## src/rtl/big_fv_iter_scheduler.sv

```systemverilog
// Iteration scheduler for the ping/pong Big FV bank array: launches one phase per
// (update, replay) pair and waits for every bank. Optional watchdog: BIG_FV_SCHED_TIMEOUT_EN.
module big_fv_iter_scheduler #(
  parameter int NUM_BANKS  = 4,
  parameter int MAX_REPLAY = 4,
  parameter int MAX_UPDATE = 4,
  parameter int MAX_FV     = 64,
  parameter int TIMEOUT    = 1024,
  localparam int RW = $clog2(MAX_REPLAY),
  localparam int UW = $clog2(MAX_UPDATE),
  localparam int FW = $clog2(MAX_FV)
) (
  input  logic                 clk,
  input  logic                 reset,
  input  logic                 start,
  input  logic [RW-1:0]        cfg_last_replay,
  input  logic [UW-1:0]        cfg_last_update,
  input  logic [FW-1:0]        cfg_fv_num,
  input  logic [NUM_BANKS-1:0] bank_done,
  output logic                 phase_start,
  output logic [RW-1:0]        cur_replay_iter,
  output logic [UW-1:0]        cur_update_iter,
  output logic [FW-1:0]        fv_num,
  output logic                 ping_sel,
  output logic                 busy,
  output logic                 done,
  output logic                 err
);

  typedef enum logic [2:0] {
    S_IDLE,
    S_LAUNCH,
    S_WAIT,
    S_SWAP,
    S_FINISH
  } state_t;

  state_t               state, state_nxt;
  logic [NUM_BANKS-1:0] done_mask, done_mask_nxt, done_merged;
  logic [RW-1:0]        last_replay, last_replay_nxt, replay_nxt;
  logic [UW-1:0]        last_update, last_update_nxt, update_nxt;
  logic [FW-1:0]        fv_num_nxt;
  logic                 ping_nxt;

`ifdef BIG_FV_SCHED_TIMEOUT_EN
  localparam int WDW = $clog2(TIMEOUT + 1);

  logic [WDW-1:0] wd_cnt;
  logic           wd_expired;
  logic           err_nxt;

  // Counter restarts in LAUNCH so it reads zero on the first WAIT cycle.
  always_ff @(posedge clk or negedge reset) begin
    if (!reset) begin
      wd_cnt <= '0;
    end else if (state == S_LAUNCH) begin
      wd_cnt <= '0;
    end else if (state == S_WAIT) begin
      wd_cnt <= wd_cnt + 1'b1;
    end
  end

  assign wd_expired = (wd_cnt == WDW'(TIMEOUT - 1));

  always_ff @(posedge clk or negedge reset) begin
    if (!reset) begin
      err <= 1'b0;
    end else begin
      err <= err_nxt;
    end
  end
`else
  logic unused_timeout;
  assign unused_timeout = (TIMEOUT > 0);
  assign err            = 1'b0;
`endif

  assign done_merged = done_mask | bank_done;

  always_comb begin
    // NOTE: every combinational output gets a default first so no path can infer a latch.
    state_nxt       = state;
    done_mask_nxt   = done_mask;
    last_replay_nxt = last_replay;
    last_update_nxt = last_update;
    fv_num_nxt      = fv_num;
    replay_nxt      = cur_replay_iter;
    update_nxt      = cur_update_iter;
    ping_nxt        = ping_sel;
`ifdef BIG_FV_SCHED_TIMEOUT_EN
    err_nxt         = err;
`endif

    case (state)
      S_IDLE: begin
        if (start) begin
          last_replay_nxt = cfg_last_replay;
          last_update_nxt = cfg_last_update;
          fv_num_nxt      = cfg_fv_num;
          replay_nxt      = '0;
          update_nxt      = '0;
          ping_nxt        = 1'b0;
`ifdef BIG_FV_SCHED_TIMEOUT_EN
          err_nxt         = 1'b0;
`endif
          state_nxt       = S_LAUNCH;
        end
      end

      // Completions arriving while the strobe is out belong to no phase and are dropped.
      S_LAUNCH: begin
        done_mask_nxt = '0;
        state_nxt     = S_WAIT;
      end

      S_WAIT: begin
        done_mask_nxt = done_merged;
        if (&done_merged) begin
          state_nxt = S_SWAP;
        end
`ifdef BIG_FV_SCHED_TIMEOUT_EN
        else if (wd_expired) begin
          err_nxt    = 1'b1;
          replay_nxt = '0;
          update_nxt = '0;
          state_nxt  = S_FINISH;
        end
`endif
      end

      // Replay is the inner loop; update advances only when replay wraps.
      S_SWAP: begin
        ping_nxt = ~ping_sel;
        if (cur_replay_iter != last_replay) begin
          replay_nxt = cur_replay_iter + 1'b1;
          state_nxt  = S_LAUNCH;
        end else begin
          replay_nxt = '0;
          if (cur_update_iter != last_update) begin
            update_nxt = cur_update_iter + 1'b1;
            state_nxt  = S_LAUNCH;
          end else begin
            update_nxt = '0;
            state_nxt  = S_FINISH;
          end
        end
      end

      S_FINISH: begin
        state_nxt = S_IDLE;
      end

      default: begin
        state_nxt = S_IDLE;
      end
    endcase
  end

  // Strobes are decoded from the next state so they appear in the same cycle as the state.
  always_ff @(posedge clk or negedge reset) begin
    if (!reset) begin
      state           <= S_IDLE;
      done_mask       <= '0;
      last_replay     <= '0;
      last_update     <= '0;
      fv_num          <= '0;
      cur_replay_iter <= '0;
      cur_update_iter <= '0;
      ping_sel        <= 1'b0;
      phase_start     <= 1'b0;
      busy            <= 1'b0;
      done            <= 1'b0;
    end else begin
      // NOTE: sequential state uses non-blocking assignments so every register samples pre-edge values.
      state           <= state_nxt;
      done_mask       <= done_mask_nxt;
      last_replay     <= last_replay_nxt;
      last_update     <= last_update_nxt;
      fv_num          <= fv_num_nxt;
      cur_replay_iter <= replay_nxt;
      cur_update_iter <= update_nxt;
      ping_sel        <= ping_nxt;
      phase_start     <= (state_nxt == S_LAUNCH);
      busy            <= (state_nxt != S_IDLE);
      done            <= (state_nxt == S_FINISH);
    end
  end

endmodule

```

## config.mk

```make
export PLATFORM = sky130hd
export DESIGN_NAME = big_fv_iter_scheduler
export DESIGN_NICKNAME = d
export VERILOG_FILES = /design/src/rtl/big_fv_iter_scheduler.sv
export SDC_FILE = /design/constraint.sdc
export NUM_CORES = 1
export LEC_CHECK = 0
export CAP_MARGIN = 10
export CORE_MARGIN = 4
export CORE_UTILIZATION = 49
export DETAILED_ROUTE_END_ITERATION = 8
export PLACE_DENSITY = 0.87
export SLEW_MARGIN = 5
export SYNTH_ARGS = -nofsm -noshare
export SYNTH_HDL_FRONTEND = slang
export SYNTH_SLANG_ARGS = --single-unit
```

## constraint.sdc

```tcl
create_clock -name clk -period 4.6 [get_ports clk]
set_clock_uncertainty 0.15 [all_clocks]
set_input_delay 0.46 -clock clk [delete_from_list [all_inputs] [get_ports clk]]
set_output_delay 0.46 -clock clk [all_outputs]
set_load 0.02 [all_outputs]
```

==> impl_metrics.ini, run 1 <==
[status]
status = finished clean

[timing]
rsz0062_at_grt = false
fin_setup_tns_ns = 0
tightestPinTransition_ns = 1.03
maxSlewViolCount = 0
period_share_pct = 48.0
whs_ns = 0.348
finalHoldViolCount = 0
fmax_mhz = 453
setup_viol = 0
period_minus_slack_ns = 2.21
maxSlewHeadroom_pct = 31.0

[routing]
dr.pass1.iters = 4
wl_per_cell_um = 13.1
routed_via_density = 5.33
drc_errors = 0
routed_wl_mm = 2.20
vias = 896
ant_nets = 0
first_iter_violations = 12

[clock_network]
cts_made_buffers = 3
cts_sinks = 25
clk_pin_slew_ns = 0.13
insertion_delay_ns = 0.31
post-cts-setup-buffers = 0
ctsResizeCount = 0
cts_tree = built
clock-root-buffer = clkbuf_4
clock_path_buffers = 2
cts_max_level = 1
cts_hold_buf = 0

[power]
report.power.total_w = 0.000978
powerDensity_nw_per_um2 = 679
ir_worst_vdd_mv = 0.414
p_leak_nw = 0.658

[global_routing]
grt_max_degree = 26
grt_pass1_vias = 926
grtUsageTotal_pct = 14.8
antenna_found_initial = 0
grt_first_pass_wirelength_mm = 3.71
grt_overflow = 0

[die]
dieArea_um2 = 3080
initial_core_util_pct = 54.1
core_area_um2 = 2040
die_w_um = 55.5
row_count = 16
io-pin-count = 32
die_h_um = 55.5

[finish]
num_antenna_cells = 0
final_util_pct = 70.5
area_delta_synth_final_pct = 30.4
fin_nets = 159
num-fill-cells = 158
drive_gt1_share_pct = 4.96
fin_cells = 168

[logic_synthesis]
synth_compound_gate_area_share_pct = 12.6
synth_xor_area_share_pct = 3.96
synthSimpleGateAreaFrac_pct = 22.9
syn-mean-instance-area_um2 = 9.86
ys_ff_latch = 25
synth.mux.area_fraction_pct = 0
synth_area_leader_cell = dfrtp_1
syn_area_um2 = 1100
synth_top_area_share_pct = 56.6
ys_types = 29
synth.top_cells.by_area = dfrtp_1, nand2_1, xnor2_1
syn-num-nets = 129
synth_top_family_by_area = simple AND/OR/NAND/NOR gates
ys_seq_area_share_pct = 56.6
yosysWarnings = 0
synth_ff_type = dfrtp_1
synthCells = 112
synthArstFlopShare_pct = 100
synth-edff-count = 0
synth_adder_area_share_pct = 0

[critical_path]
path_delay_family = simple AND/OR/NAND/NOR gates
crit_path_top_delay_cell = nor4b_2
path_buf_inv = 1
worstPathRequired_ns = 4.69
path_cells = clkdlybuf4s50_1 -> nor4b_2 -> a31oi_1 -> nand3b_1 -> o22ai_1
path_max_fanout = 12
critical_path_class = input pin to flop
cp_slowest_stage_delay_ns = 0.82
start_kind = input pin
critPathArrivalTime_ns = 2.30
cp-end-kind = flop

[placed_design]
post-dp-hpwl_mm = 1.68
dpl.cell_count = 164
portBuffers = 30
place_congestion = 0.787

[worst_hold_path]
hold_path.class = flop to flop

[run]
maxCapViolations = 0
==> cells in the mapped netlist, types with 2 or more instances <==
| library cell | n |
|---|---|
| clkbuf_1 | 2 |
| nand3b_1 | 3 |
| a22o_1 | 3 |
| o21ai_0 | 3 |
| nand2b_1 | 2 |
| a21o_1 | 4 |
| nor3_1 | 2 |
| o22ai_1 | 2 |
| inv_1 | 4 |
| xnor2_1 | 4 |
| dfrtp_1 | 25 |
| nor2_1 | 2 |
| nand2_1 | 38 |
| a31oi_1 | 2 |
| buf_2 | 2 |
==> stage by stage <==
step | cell area, um2 | worst slack, ns
global placement | 1410 | 2.14
floorplan | 1100 | 3.03
global route | 1440 | 2.25
CTS | 1440 | 2.39
detailed placement | 1410 | 2.06
finish | 1440 | 2.39
==> sequential cells by signal (all words and copies together) (netlist names) <==
signal,flops
busy,1
cur_replay_iter,2
cur_update_iter,2
done,1
done_mask,4
fv_num,6
last_replay,2
last_update,2
phase_start,1
ping_sel,1
state,3
==> metal layers <==
layer  up-vias  global-route usage (%)  wire, um
met2        32                    24.8      1070
met3         4                    4.20       141
met4         0                    7.29        17
met1       431                    17.2       968
met5         -                       0         0
li1        429                       -         -
==> power breakdown <==
group | internal [W] | switching [W]
sequential | 0.000315 | 0.0000840
clock | 0.0000338 | 0.0000608
combinational | 0.000221 | 0.000263
==> tightest hold or removal path, cell delays in order, from the launching register on <==
cell	delay (ns)
dfrtp_1	0.36
nand2_1	0.05
nand2_1	0.06
==> layout make-up <==
| cell class | instances | area (um2) | area share, % |
|---|---|---|---|
| clock buffers | 4 | 26.3 | 1.82 |
| repair buffers | 30 | 300 | 20.9 |
| multi-input cells | 78 | 439 | 30.5 |
| well taps | 27 | 33.8 | 2.35 |
| inverters | 4 | 15.0 | 1.04 |
| flip-flops and latches | 25 | 626 | 43.4 |
==> cells in the final DEF (no fill, tap or decap), drive strengths merged, types with 2 or more instances in the layout <==
master / instances
a21o: 4
a22o: 3
a31oi: 2
clkbuf: 4
clkdlybuf4s50: 30
dfrtp: 25
inv: 4
nand2: 38
nand2b: 2
nand3b: 3
nor2: 3
nor3: 2
o21ai: 4
o22ai: 2
xnor2: 4
==> logic make-up after synthesis <==
logic type,Yosys count
buf+inv,9
compound gates,19
flops,25
simple gates,53
other cells,1
xor+xnor,5
==> path summary, 6_finish.rpt <==
check	start	to	slack (ns)	cells past startpoint
worst max-delay path	start	cur_update_iter[1]	2.39	5
worst min-delay path	fv_num[0]	fv_num[0]	0.35	2
worst max register to register	state[1]	cur_update_iter[1]	2.44	4
worst min register to register	fv_num[0]	fv_num[0]	0.35	2
max in group asynchronous	reset	done_mask[0]	3.13	1
min in group asynchronous	reset	cur_replay_iter[0]	0.55	1
No activity file was read; power rests on OpenSTA's default activity.
==> run 2: changes to the inputs <==
--- a/config.mk
+++ b/config.mk
@@ -7,9 +7,9 @@
 export LEC_CHECK = 0
 export CAP_MARGIN = 10
 export CORE_MARGIN = 4
-export CORE_UTILIZATION = 49
+export CORE_UTILIZATION = 46
 export DETAILED_ROUTE_END_ITERATION = 8
-export PLACE_DENSITY = 0.87
+export PLACE_DENSITY = 0.83
 export SLEW_MARGIN = 5
 export SYNTH_ARGS = -nofsm -noshare
 export SYNTH_HDL_FRONTEND = slang
==> constraint.sdc (replaced) <==
create_clock -name clk -period 2.1 [get_ports clk]
set_clock_uncertainty 0.15 [all_clocks]
set_input_delay 0.21 -clock clk [delete_from_list [all_inputs] [get_ports clk]]
set_output_delay 0.21 -clock clk [all_outputs]
set_load 0.02 [all_outputs]
==> run 2 against run 1 <==
  * Critical path depth decreased by 4
  * Sequential share of layout area shrank 0.49 points
  * Via count decreased by 3.0%
  * Clock power is 120% higher
  * Wire length increased by 2.6%
  * Die area is 5.6% higher
  * Global-route usage grew 1.2 points
  * Worst setup slack lost 2.1 ns
  * Critical path type is now flop to output port
  * Highest routed layer unchanged
==> impl_metrics.ini, run 2 (synthesis gave the netlist of run 1 again) <==
[placed_design]
place_area_um2 = 1430
dpl.cell_count = 167
portBuffers = 30
place_congestion = 0.753
post-dp-hpwl_mm = 1.77

[timing]
maxSlewViolCount = 0
rsz0062_at_grt = false
fmax_mhz = 564
fin_setup_tns_ns = 0
whs_ns = 0.0765
maxSlewHeadroom_pct = 66.3
setup_viol = 0
finalHoldViolCount = 0
period_share_pct = 84.4
tightestPinTransition_ns = 0.504
period_minus_slack_ns = 1.77

[finish]
design_area_um2 = 1460
num_antenna_cells = 0
largest_reg_flops = 6
num-fill-cells = 195
drive_gt1_share_pct = 6.29
ff_latch_area_um2 = 626
reg_top3 = fv_num: 6 flops, done_mask: 4 flops, state: 3 flops
regMostFlops = fv_num
final_common_cell = nand2_1
area_delta_synth_final_pct = 31.8
fin_cells = 171
final_util_pct = 64.6
multi_input_area_um2 = 439
fin_nets = 161
final_cell_mix = nand2_1, clkdlybuf4s50_1, dfrtp_1

[routing]
routed_via_density = 5.08
first_iter_violations = 11
wl_per_cell_um = 13.2
dr.pass1.iters = 3
routed_wl_mm = 2.26
drc_errors = 0
ant_nets = 0
vias = 869

[power]
clkPwrFrac_pct = 9.9
ir_worst_vdd_mv = 0.756
seqPwrFrac_pct = 40.8
p_comb_share_pct = 49.3
swShare_pct = 41.2
p_leak_nw = 0.668
intPower_w = 0.00126
powerDensity_nw_per_um2 = 1470
switchingPower_w = 0.000880

[critical_path]
critPathArrivalTime_ns = 1.41
r2r-end = phase_start
path_max_fanout = 5
rrSetupSlack_ns = 0.42
crit_path_top_delay_cell = clkdlybuf4s50_1
regToRegStartpoint = state[2]
cp_slowest_stage_delay_ns = 0.63
start_kind = flop
worstPathRequired_ns = 1.74
path_delay_family = buffers and inverters
path_cells = clkdlybuf4s50_1
cp-end-kind = output port
critical_path_class = flop to output port
r2r_cells = 4
path_buf_inv = 1

[clock_network]
cts_hold_buf = 0
clock-root-buffer = clkbuf_4
clk_pin_slew_ns = 0.14
post-cts-setup-buffers = 0
cts_max_level = 1
cts_tree = built
insertion_delay_ns = 0.32
clock_path_buffers = 2
cts_made_buffers = 3
cts_sinks = 25
ctsResizeCount = 0

[worst_hold_path]
hold_path.class = input pin to async pin

[die]
initial_core_util_pct = 49.0
core_area_um2 = 2250
row_count = 17
die_h_um = 57.0
io-pin-count = 32
dieArea_um2 = 3250
die_w_um = 57.0

[global_routing]
grt_pass1_vias = 922
antenna_found_initial = 0
grt_max_degree = 26
grt_overflow = 0
grtUsageTotal_pct = 16.0
grt_first_pass_wirelength_mm = 3.98

[status]
status = finished clean

[run]
maxCapViolations = 0
## run 2: changes by cell type in the layout (fill, tap and decap cells not counted)
cell,delta
buf_4,+2
## run 2: worst max-delay path by stage
stage	cells past startpoint	endpoint	slack, ns	start
detailed placement	5	cur_update_iter[1]	0.37	start
global route	1	cur_replay_iter[0]	0.23	cur_replay_iter[0]
floorplan	4	phase_start	0.53	state[0]
finish	1	cur_replay_iter[0]	0.33	cur_replay_iter[0]
global placement	4	phase_start	0.42	bank_done[2]
CTS	1	cur_replay_iter[0]	0.32	cur_replay_iter[0]
## run 2: metal layers
layer	vias up	global-route usage, %	part of all wire, %	routed length [um]
met4	0	9.93	2.9	65
met5	-	0	0	0
met1	411	17.4	40	900
met2	14	28.7	54	1220
met3	4	2.71	3.0	68
li1	440	-	-	-
## run 2: power by group through the flow
| stage | Sequential [W] | Clock [W] | Combinational [W] |
|---|---|---|---|
| 2_1_floorplan | 0.000967 | 0 | 0.000595 |
| 3_3_place_gp | 0.000873 | 0 | 0.00103 |
| 3_5_place_dp | 0.000886 | 0 | 0.00106 |
| 4_1_cts | 0.000873 | 0.000221 | 0.00107 |
| 5_1_grt | 0.000911 | 0.000241 | 0.00117 |
| 6_report | 0.000873 | 0.000212 | 0.00105 |
## run 2: final cells by class
type	instances	share of cell area (%)
inverter	4	1.03
clock buffer	4	1.80
tap	28	2.41
multi-input combinational	78	30.2
timing repair buffer	32	21.6
sequential	25	43.0
## run 2: metrics by stage
step	setup WS [ns]	total power, W
after detailed placement	0.366	0.00195
after global placement	0.416	0.00191
final	0.327	0.00214
after global routing	0.230	0.00232
after CTS	0.317	0.00216
after floorplan	0.527	0.00156
